## src/rtl/ppa_pkg.sv

```systemverilog
// Shared definitions for the Sklansky prefix adder and its burst accumulator.
package ppa_pkg;

   localparam int unsigned PPA_WIDTH = 16;

   typedef enum logic [1:0] {
      IDLE = 2'd0,
      ACC  = 2'd1,
      DONE = 2'd2
   } acc_state_t;

endpackage

```

## src/rtl/ppa.sv

```systemverilog
// 16-bit Sklansky parallel-prefix adder: purely combinational, no carry-in.
module ppa
   import ppa_pkg::*;
(
   input  logic [PPA_WIDTH-1:0] a,
   input  logic [PPA_WIDTH-1:0] b,
   output logic [PPA_WIDTH-1:0] s,
   output logic                 co
);

   localparam int unsigned LEVELS = 4;

   // Each level merges a bit's group with the top bit of the adjacent lower block of size 2^l.
   function automatic logic [PPA_WIDTH:0] sklansky_add(input logic [PPA_WIDTH-1:0] x,
                                                       input logic [PPA_WIDTH-1:0] y);
      logic [PPA_WIDTH-1:0] g;
      logic [PPA_WIDTH-1:0] p;
      logic [PPA_WIDTH-1:0] p0;
      logic [PPA_WIDTH-1:0] g_n;
      logic [PPA_WIDTH-1:0] p_n;
      int                   j;
      g  = x & y;
      p  = x ^ y;
      p0 = p;
      for (int l = 0; l < int'(LEVELS); l++) begin
         g_n = g;
         p_n = p;
         for (int i = 0; i < int'(PPA_WIDTH); i++) begin
            if (((i >> l) & 1) == 1) begin
               j      = ((i >> l) << l) - 1;
               g_n[i] = g[i] | (p[i] & g[j]);
               p_n[i] = p[i] & p[j];
            end
         end
         g = g_n;
         p = p_n;
      end
      return {g[PPA_WIDTH-1], p0 ^ {g[PPA_WIDTH-2:0], 1'b0}};
   endfunction

   always_comb begin
      {co, s} = sklansky_add(a, b);
   end

endmodule

```

## src/rtl/ppa_accum.sv

```systemverilog
// Burst accumulator around the ppa adder: sums LEN operands with a sticky carry-out flag.
module ppa_accum
   import ppa_pkg::*;
#(
   parameter int unsigned WIDTH = 16,
   parameter int unsigned CNT_W = 8
) (
   input  logic             clk,
   input  logic             rst,
   input  logic             start,
   input  logic [CNT_W-1:0] len,
   input  logic             in_valid,
   output logic             in_ready,
   input  logic [WIDTH-1:0] in_data,
   output logic             out_valid,
   input  logic             out_ready,
   output logic [WIDTH-1:0] out_sum,
   output logic             out_ovf,
   output logic             busy
);

   if (WIDTH != PPA_WIDTH) begin : g_bad_width
      $error("ppa_accum: WIDTH must equal the ppa width");
   end

   acc_state_t       state_q, state_d;
   logic [WIDTH-1:0] acc_q, acc_d;
   logic             ovf_q, ovf_d;
   logic [CNT_W-1:0] cnt_q, cnt_d;
   logic             in_ready_q, in_ready_d;
   logic             out_valid_q, out_valid_d;
   logic             busy_q, busy_d;
   logic [WIDTH-1:0] ppa_s;
   logic             ppa_co;

   ppa u_ppa (
      .a  (acc_q),
      .b  (in_data),
      .s  (ppa_s),
      .co (ppa_co)
   );

   // Next state; handshake flags are registered copies of the next-state decode.
   always_comb begin
      state_d = state_q;
      acc_d   = acc_q;
      ovf_d   = ovf_q;
      cnt_d   = cnt_q;
      unique case (state_q)
         IDLE: begin
            if (start) begin
               acc_d = '0;
               ovf_d = 1'b0;
               if (len != '0) begin
                  cnt_d   = len;
                  state_d = ACC;
               end else begin
                  state_d = DONE;
               end
            end
         end
         ACC: begin
            if (in_valid) begin
               acc_d = ppa_s;
               ovf_d = ovf_q | ppa_co;
               cnt_d = cnt_q - CNT_W'(1);
               if (cnt_q == CNT_W'(1)) begin
                  state_d = DONE;
               end
            end
         end
         DONE: begin
            if (out_ready) begin
               state_d = IDLE;
            end
         end
         default: state_d = IDLE;
      endcase
      in_ready_d  = (state_d == ACC);
      out_valid_d = (state_d == DONE);
      busy_d      = (state_d != IDLE);
   end

   always_ff @(posedge clk) begin
      if (rst) begin
         state_q     <= IDLE;
         acc_q       <= '0;
         ovf_q       <= 1'b0;
         cnt_q       <= '0;
         in_ready_q  <= 1'b0;
         out_valid_q <= 1'b0;
         busy_q      <= 1'b0;
      end else begin
         state_q     <= state_d;
         acc_q       <= acc_d;
         ovf_q       <= ovf_d;
         cnt_q       <= cnt_d;
         in_ready_q  <= in_ready_d;
         out_valid_q <= out_valid_d;
         busy_q      <= busy_d;
      end
   end

   assign in_ready  = in_ready_q;
   assign out_valid = out_valid_q;
   assign busy      = busy_q;
   assign out_sum   = acc_q;
   assign out_ovf   = ovf_q;

endmodule

```

## config.mk

```make
export PLATFORM = sky130hd
export DESIGN_NAME = ppa_accum
export DESIGN_NICKNAME = d
export VERILOG_FILES = /design/src/rtl/ppa_pkg.sv /design/src/rtl/ppa.sv /design/src/rtl/ppa_accum.sv
export SDC_FILE = /design/constraint.sdc
export NUM_CORES = 1
export LEC_CHECK = 0
export CAP_MARGIN = 40
export CORE_UTILIZATION = 50
export DETAILED_ROUTE_END_ITERATION = 10
export PLACE_DENSITY = 0.81
export SLEW_MARGIN = 20
export SYNTH_ARGS = -nofsm -noshare
export SYNTH_HDL_FRONTEND = slang
export SYNTH_SLANG_ARGS = --single-unit
```

## constraint.sdc

```tcl
create_clock -name clk -period 4.25 [get_ports clk]
set_input_delay 0.425 -clock clk [delete_from_list [all_inputs] [get_ports clk]]
set_output_delay 0.425 -clock clk [all_outputs]
set_load 0.03 [all_outputs]
```

==> out/results.ini, run 1 <==
[global_routing]
antenna_found_initial=0
grt_pass1_wl_mm=8.259
grt_max_degree=23
grt_pass1_vias=1929
overflow=0
grtUsageTotal_pct=24.81

[critical_path]
cp-startpoint=in_data[0]
path_max_fanout=4
crit_chain=clkdlybuf4s50_1, ha_1, inv_1, fa_1, and2b_2, o21a_1, o21a_1, o21ai_0, nor2b_1, fa_1, xor2_1, nor3_1, a21oi_1, nor2_1
r2r_slack_ps=1600
start_kind=input port
path_depth=14
r2r_end=out_sum[9]$_SDFFE_PP0P_
cp_slowest_stage_delay_ps=460
path_class=in2reg
slowest_stage=clkdlybuf4s50_1
worstSetupEndpointType=register
r2r_start=out_sum[0]$_SDFFE_PP0P_
path_delay_family=adder cells
endpoint=out_sum[9]$_SDFFE_PP0P_
critPathRequiredTime_ps=4420
path_buf_inv=2
reg2reg_depth=13
arrival_ps=3070

[placement]
port_buffers=48
post-place-cells=340
dp_hpwl_mm=3.525
gp_congestion=0.9557

[timing]
grt_setup_unrepaired=false
skew_ps=7.179
setup_violations=0
post-route-min-period_ps=2893
worst_pin_slew_ps=776.2
slew_violations=0
slew_headroom_pct=48.25
finalSetupTns_ps=0
finalHoldViolations=0
finalCritPeriodShare_pct=68.07
max_freq_ghz=0.3457

[routing]
ant_nets=0
drt_iter0_drc=138
firstDrtPassIters=4
vias_per_cell=5.894
drcViolationCount=0
route.vias.total=2051
wl_per_cell_um=13.55
wl_mm=4.715

[floorplanning]
dieHeight_um=65.44
start_util_pct=53.35
die_x_um=65.44
core_area_mm2=0.003771
ioPinCount=49
rows=22
dieArea_mm2=0.004282

[clocking]
htree_levels=2
clk_latency_ps=280
path_clk_slew_ps=70
cts_setup_buffers=0
clock-root-buffer=clkbuf_8
clock_sinks=30
cts_resized=0
holdBufCountCts=0
cts_tree=done
cts_buffer_depth=2
cts_buffers=5

[final_layout]
drive_gt1_share_pct=4.333
final_common_cell=clkdlybuf4s50_1
layout.nets=349
final_cell_mix=clkdlybuf4s50_1 (48), dfxtp_1 (30), a21oi_1 (25)
antenna_cells=0
nFillCells=329
finalNonFillerCells=348
post-route-util_pct=70.11
syn_to_final_growth_pct=31.41

[synth]
synth_seq_area_share_pct=29.85
synthFlopType=dfxtp_1
synth-edff-count=0
syn_avg_cell_area_um2=7.952
syn_area_mm2=0.002012
synth_cells=253
yosysWarnings=0
async_reset_ff_share_pct=0
ys_types=51
synth.ff_latch_count=30
mappedNetlistNets=303

[flow_run]
drv_cap=0

[power]
leakage_uw=0.001059
power_density_mw_per_mm2=304.4
ir_worst_vdd_uv=239.9

[run_status]
outcome=completed

[hold_path]
min-delay-start=out_sum[13]$_SDFFE_PP0P_
hold_path.class=reg2reg

## cell usage after synthesis (all sizes together) (2+ instances only)
cell type / n / area (um^2)
dfxtp: 30 / 600.6
a21oi: 25 / 125.1
nor2: 24 / 90.09
nand2: 22 / 82.58
ha: 17 / 212.7
nor3: 16 / 80.08
inv: 15 / 56.30
o21ai: 13 / 65.06
clkbuf: 9 / 33.78
or3: 7 / 43.79
a32o: 4 / 40.04
fa: 4 / 80.08
o21a: 4 / 30.03
o31ai: 4 / 30.03
a21o: 3 / 22.52
and3: 3 / 18.77
buf: 3 / 15.01
nand2b: 3 / 18.77
nand3: 3 / 15.01
nor2b: 3 / 18.77
nor4: 3 / 18.77
xor2: 3 / 26.28
a221oi: 2 / 17.52
a22oi: 2 / 15.01
mux2i: 2 / 20.02
nand4: 2 / 12.51
o211a: 2 / 20.02
o211ai: 2 / 15.01
o31a: 2 / 17.52
or2: 2 / 12.52
## worst reg2reg max path, cell delays in order, from the launching register on
cell	delay, ps
dfxtp_1	350
ha_1	150
inv_1	40
fa_1	380
and2b_2	270
o21a_1	160
o21a_1	150
o21ai_0	100
nor2b_1	160
fa_1	370
xor2_1	140
nor3_1	60
a21oi_1	160
nor2_1	50
## registers in the layout, summed over array words and instances (netlist names)
signal     cells
out_sum       16
cnt_q          8
state_q        2
in_ready       1
busy           1
out_ovf        1
out_valid      1
## where the power goes
part	total (uW)	switching (uW)	internal, uW
Clock	273	109	163
Combinational	215	117	98.4
Sequential	317	17.4	299
Total	805	244	561
## kinds of logic (layout without fill, tap and decap cells)
family          Yosys count  in the layout  share of synthesized area, %
flops                    30             30                         29.85
mux                       2              2                        0.9951
xor+xnor                  3              3                         1.306
simple gates             93             93                         22.39
buf+inv                  27             74                         5.223
fa+ha+maj                21             21                         14.55
compound gates           77             77                         25.69
## cell type report
cell class                      count  area, um^2  area share [%]
Multi-Input combinational cell    196        1306           49.41
Sequential cell                    30       600.6           22.72
Timing Repair Buffer               51       510.5           19.31
Clock buffer                        8       110.1           4.165
Tap cell                           48       60.06           2.272
Inverter                           15       56.30           2.130
## routing by layer
layer / share of wire, % / vias to the layer above / track usage, %
li1: - / 1013 / -
met1: 45 / 955 / 30.89
met2: 47 / 75 / 42.01
met3: 6.2 / 8 / 4.688
met4: 1.7 / 0 / 9.511
met5: 0 / - / 0
## stage by stage
step	cell area, um^2	hold WS, ps	setup slack (ps)	total power [uW]
floorplan	2012	461.0	1562	461.4
global placement	2519	462.7	1121	531.9
detailed placement	2534	471.1	1083	537.1
CTS	2644	480.4	1354	810.0
global route	2644	523.4	1161	849.6
finish	2644	479.3	1357	804.9
## worst min-delay path by stage
| stage | to | slack [ps] | cells past startpoint |
|---|---|---|---|
| after detailed placement | out_sum[13]$_SDFFE_PP0P_ | 470 | 2 |
| after floorplan | cnt_q[6]$_SDFFE_PP0P_ | 460 | 2 |
| after global placement | out_sum[6]$_SDFFE_PP0P_ | 460 | 2 |
| final | out_sum[13]$_SDFFE_PP0P_ | 480 | 2 |
| after global routing | out_sum[12]$_SDFFE_PP0P_ | 520 | 1 |
| after CTS | out_sum[13]$_SDFFE_PP0P_ | 480 | 2 |
Power figures use the tool's default switching activity.
==> run 2: changes to the inputs <==
Clock period 4.25 ns to 2.7 ns, I/O delays scaled along.
==> run 2 against run 1 <==
Compared with the run above:
- setup slack got worse by 1200 ps
- design area up 4.4%
- sequential power increased by 58%
- first-iteration DRC count decreased by 20%
- sequential share of layout area decreased by 0.92 points
- register-to-register slack lost 1500 ps
- sequential cell count unchanged
- die area stayed put
- largest power group is now clock
- power increased by 79%
==> out/results.ini, run 2 (synthesis results as in run 1) <==
[clocking]
clk_latency_ps=290  ; was 280 ps
htree_levels=2  ; unchanged
cts_buffer_depth=2  ; unchanged
path_clk_slew_ps=70  ; about the same
cts_tree=done  ; unchanged
holdBufCountCts=0  ; unchanged
clock-root-buffer=clkbuf_8  ; unchanged
cts_buffers=5  ; unchanged
clock_sinks=30  ; unchanged

[critical_path]
worstSetupEndpointType=register  ; unchanged
arrival_ps=2760  ; was 3070 ps
path_depth=12  ; was 14
cp_slowest_stage_delay_ps=530  ; was 460 ps
path_max_fanout=3  ; was 4
path_buf_inv=1  ; was 2
slowest_stage=fa_2  ; was clkdlybuf4s50_1
critPathRequiredTime_ps=2870  ; was 4420 ps
path_class=reg2reg  ; was in2reg
start_kind=register  ; was input port
crit_chain=ha_1, inv_1, fa_2, and2b_2, o21a_1, o21a_1, o21ai_2, nor2b_4, fa_2, nor3_2, a21oi_1, nor2_1  ; was clkdlybuf4s50_1, ha_1, inv_1, fa_1, and2b_2, o21a_1, o21a_1, o21ai_0, nor2b_1, fa_1, xor2_1, nor3_1, a21oi_1, nor2_1
reg2reg_depth=12  ; was 13
path_delay_family=adder cells  ; unchanged

[hold_path]
whs_path_depth=2  ; unchanged
hold_path.class=reg2reg  ; unchanged

[floorplanning]
core_area_mm2=0.003771  ; unchanged
start_util_pct=53.35  ; unchanged
dieHeight_um=65.44  ; unchanged
dieArea_mm2=0.004282  ; unchanged
ioPinCount=49  ; unchanged
rows=22  ; unchanged
die_x_um=65.44  ; unchanged

[run_status]
outcome=completed  ; unchanged

[timing]
fin_ws_ps=111.8  ; was 1357 ps
finalCritPeriodShare_pct=95.86
slew_violations=0  ; unchanged
finalHoldViolations=0  ; unchanged
finalSetupTns_ps=0  ; unchanged
setup_violations=0  ; unchanged
max_freq_ghz=0.3864
skew_ps=3.762  ; was 7.179 ps
slew_headroom_pct=45.49  ; was 48.25%
worst_pin_slew_ps=817.6  ; was 776.2 ps
post-route-min-period_ps=2588

[final_layout]
post-route-util_pct=73.23  ; was 70.11%
finalNonFillerCells=357  ; was 348
largest_reg_flops=16  ; unchanged
layout.nets=358  ; was 349
syn_to_final_growth_pct=37.25  ; was 31.41%
final_common_cell=clkdlybuf4s50_1  ; unchanged
final_cell_mix=clkdlybuf4s50_1 (47), dfxtp_1 (29), a21oi_1 (25)  ; was clkdlybuf4s50_1 (48), dfxtp_1 (30), a21oi_1 (25)
antenna_cells=0  ; unchanged
drive_gt1_share_pct=9.061  ; was 4.333%
postLayoutCellArea_mm2=0.002761  ; was 0.002644 mm^2

[routing]
vias_per_cell=5.980  ; was 5.894
drcViolationCount=0  ; unchanged
firstDrtPassIters=4  ; unchanged
wl_mm=5.301  ; was 4.715 mm
ant_nets=0  ; unchanged
wl_per_cell_um=14.85  ; was 13.55 um
route.vias.total=2135  ; was 2051
drt_iter0_drc=110  ; was 138

[power]
leakage_uw=0.001136  ; was 0.001059 uW
power_density_mw_per_mm2=522.2  ; was 304.4 mW/mm^2
ir_worst_vdd_uv=433.7  ; was 239.9 uV

[global_routing]
grt_pass1_vias=2005  ; was 1929
grt_pass1_wl_mm=8.866  ; was 8.259 mm
antenna_found_initial=0  ; unchanged
grtUsageTotal_pct=26.67  ; was 24.81%
overflow=0  ; unchanged
grt_max_degree=23  ; unchanged

[placement]
post-place-cells=348  ; was 340
port_buffers=48  ; unchanged
gp_congestion=0.9358  ; was 0.9557
place_ws_ps=-280.9  ; was 1083 ps
dp_hpwl_mm=3.678  ; was 3.525 mm
place_area_mm2=0.002586  ; was 0.002534 mm^2

[flow_run]
drv_cap=0  ; unchanged

==> run 2: metrics by stage <==
stage	power, uW	hold WS, ps
final	1442	481.7
after global routing	1507	508.2
after CTS	1434	478.9
after detailed placement	854.6	469.8
after global placement	847.1	459.9
after floorplan	726.3	457.4
==> run 2: what timing repair did <==
action | CTS | global route
resized for setup | 1 | 8
buffers inserted | 0 | 1
pin swaps | 0 | 7
setup endpoints to repair | 2 | 2
==> run 2: worst paths after layout <==
| path | from | end | slack, ps |
|---|---|---|---|
| max | out_sum[0]$_SDFFE_PP0P_ | out_sum[8]$_SDFFE_PP0P_ | 110 |
| min | out_sum[6]$_SDFFE_PP0P_ | out_sum[6]$_SDFFE_PP0P_ | 480 |
| max reg2reg | out_sum[0]$_SDFFE_PP0P_ | out_sum[8]$_SDFFE_PP0P_ | 110 |
| min reg2reg | out_sum[6]$_SDFFE_PP0P_ | out_sum[6]$_SDFFE_PP0P_ | 480 |
==> run 2: power by group <==
part | internal [uW] | leakage, uW | switching (uW) | total, uW
sequential | 471 | 0.000246 | 28.7 | 500
combinational | 165 | 0.000819 | 196 | 361
clock | 394 | 0.0000714 | 187 | 581
==> run 2: final cells by class <==
class                           count  area, um^2
Sequential cell                    30       601.8
Clock inverter                      2       60.06
Fill cell                         313        1010
Multi-Input combinational cell    196        1328
Inverter                           15       56.30
Tap cell                           48       60.06
Clock buffer                        6       82.58
Timing Repair Buffer               60       573.1
==> run 2: layer usage <==
metal	global-route usage, %	wire [um]	up-vias	part of all wire [%]
li1	-	-	1037	-
met1	32.23	2322	1011	44
met3	5.903	286	13	5.4
met2	46.13	2603	74	49
met4	9.239	89	0	1.7
met5	0	0	-	0
==> run 2: worst min-delay path: cells and delay by family (launching register included) <==
kind            cells  cell delay (ps)
simple gates        1               60
flops               1              330
compound gates      1               50
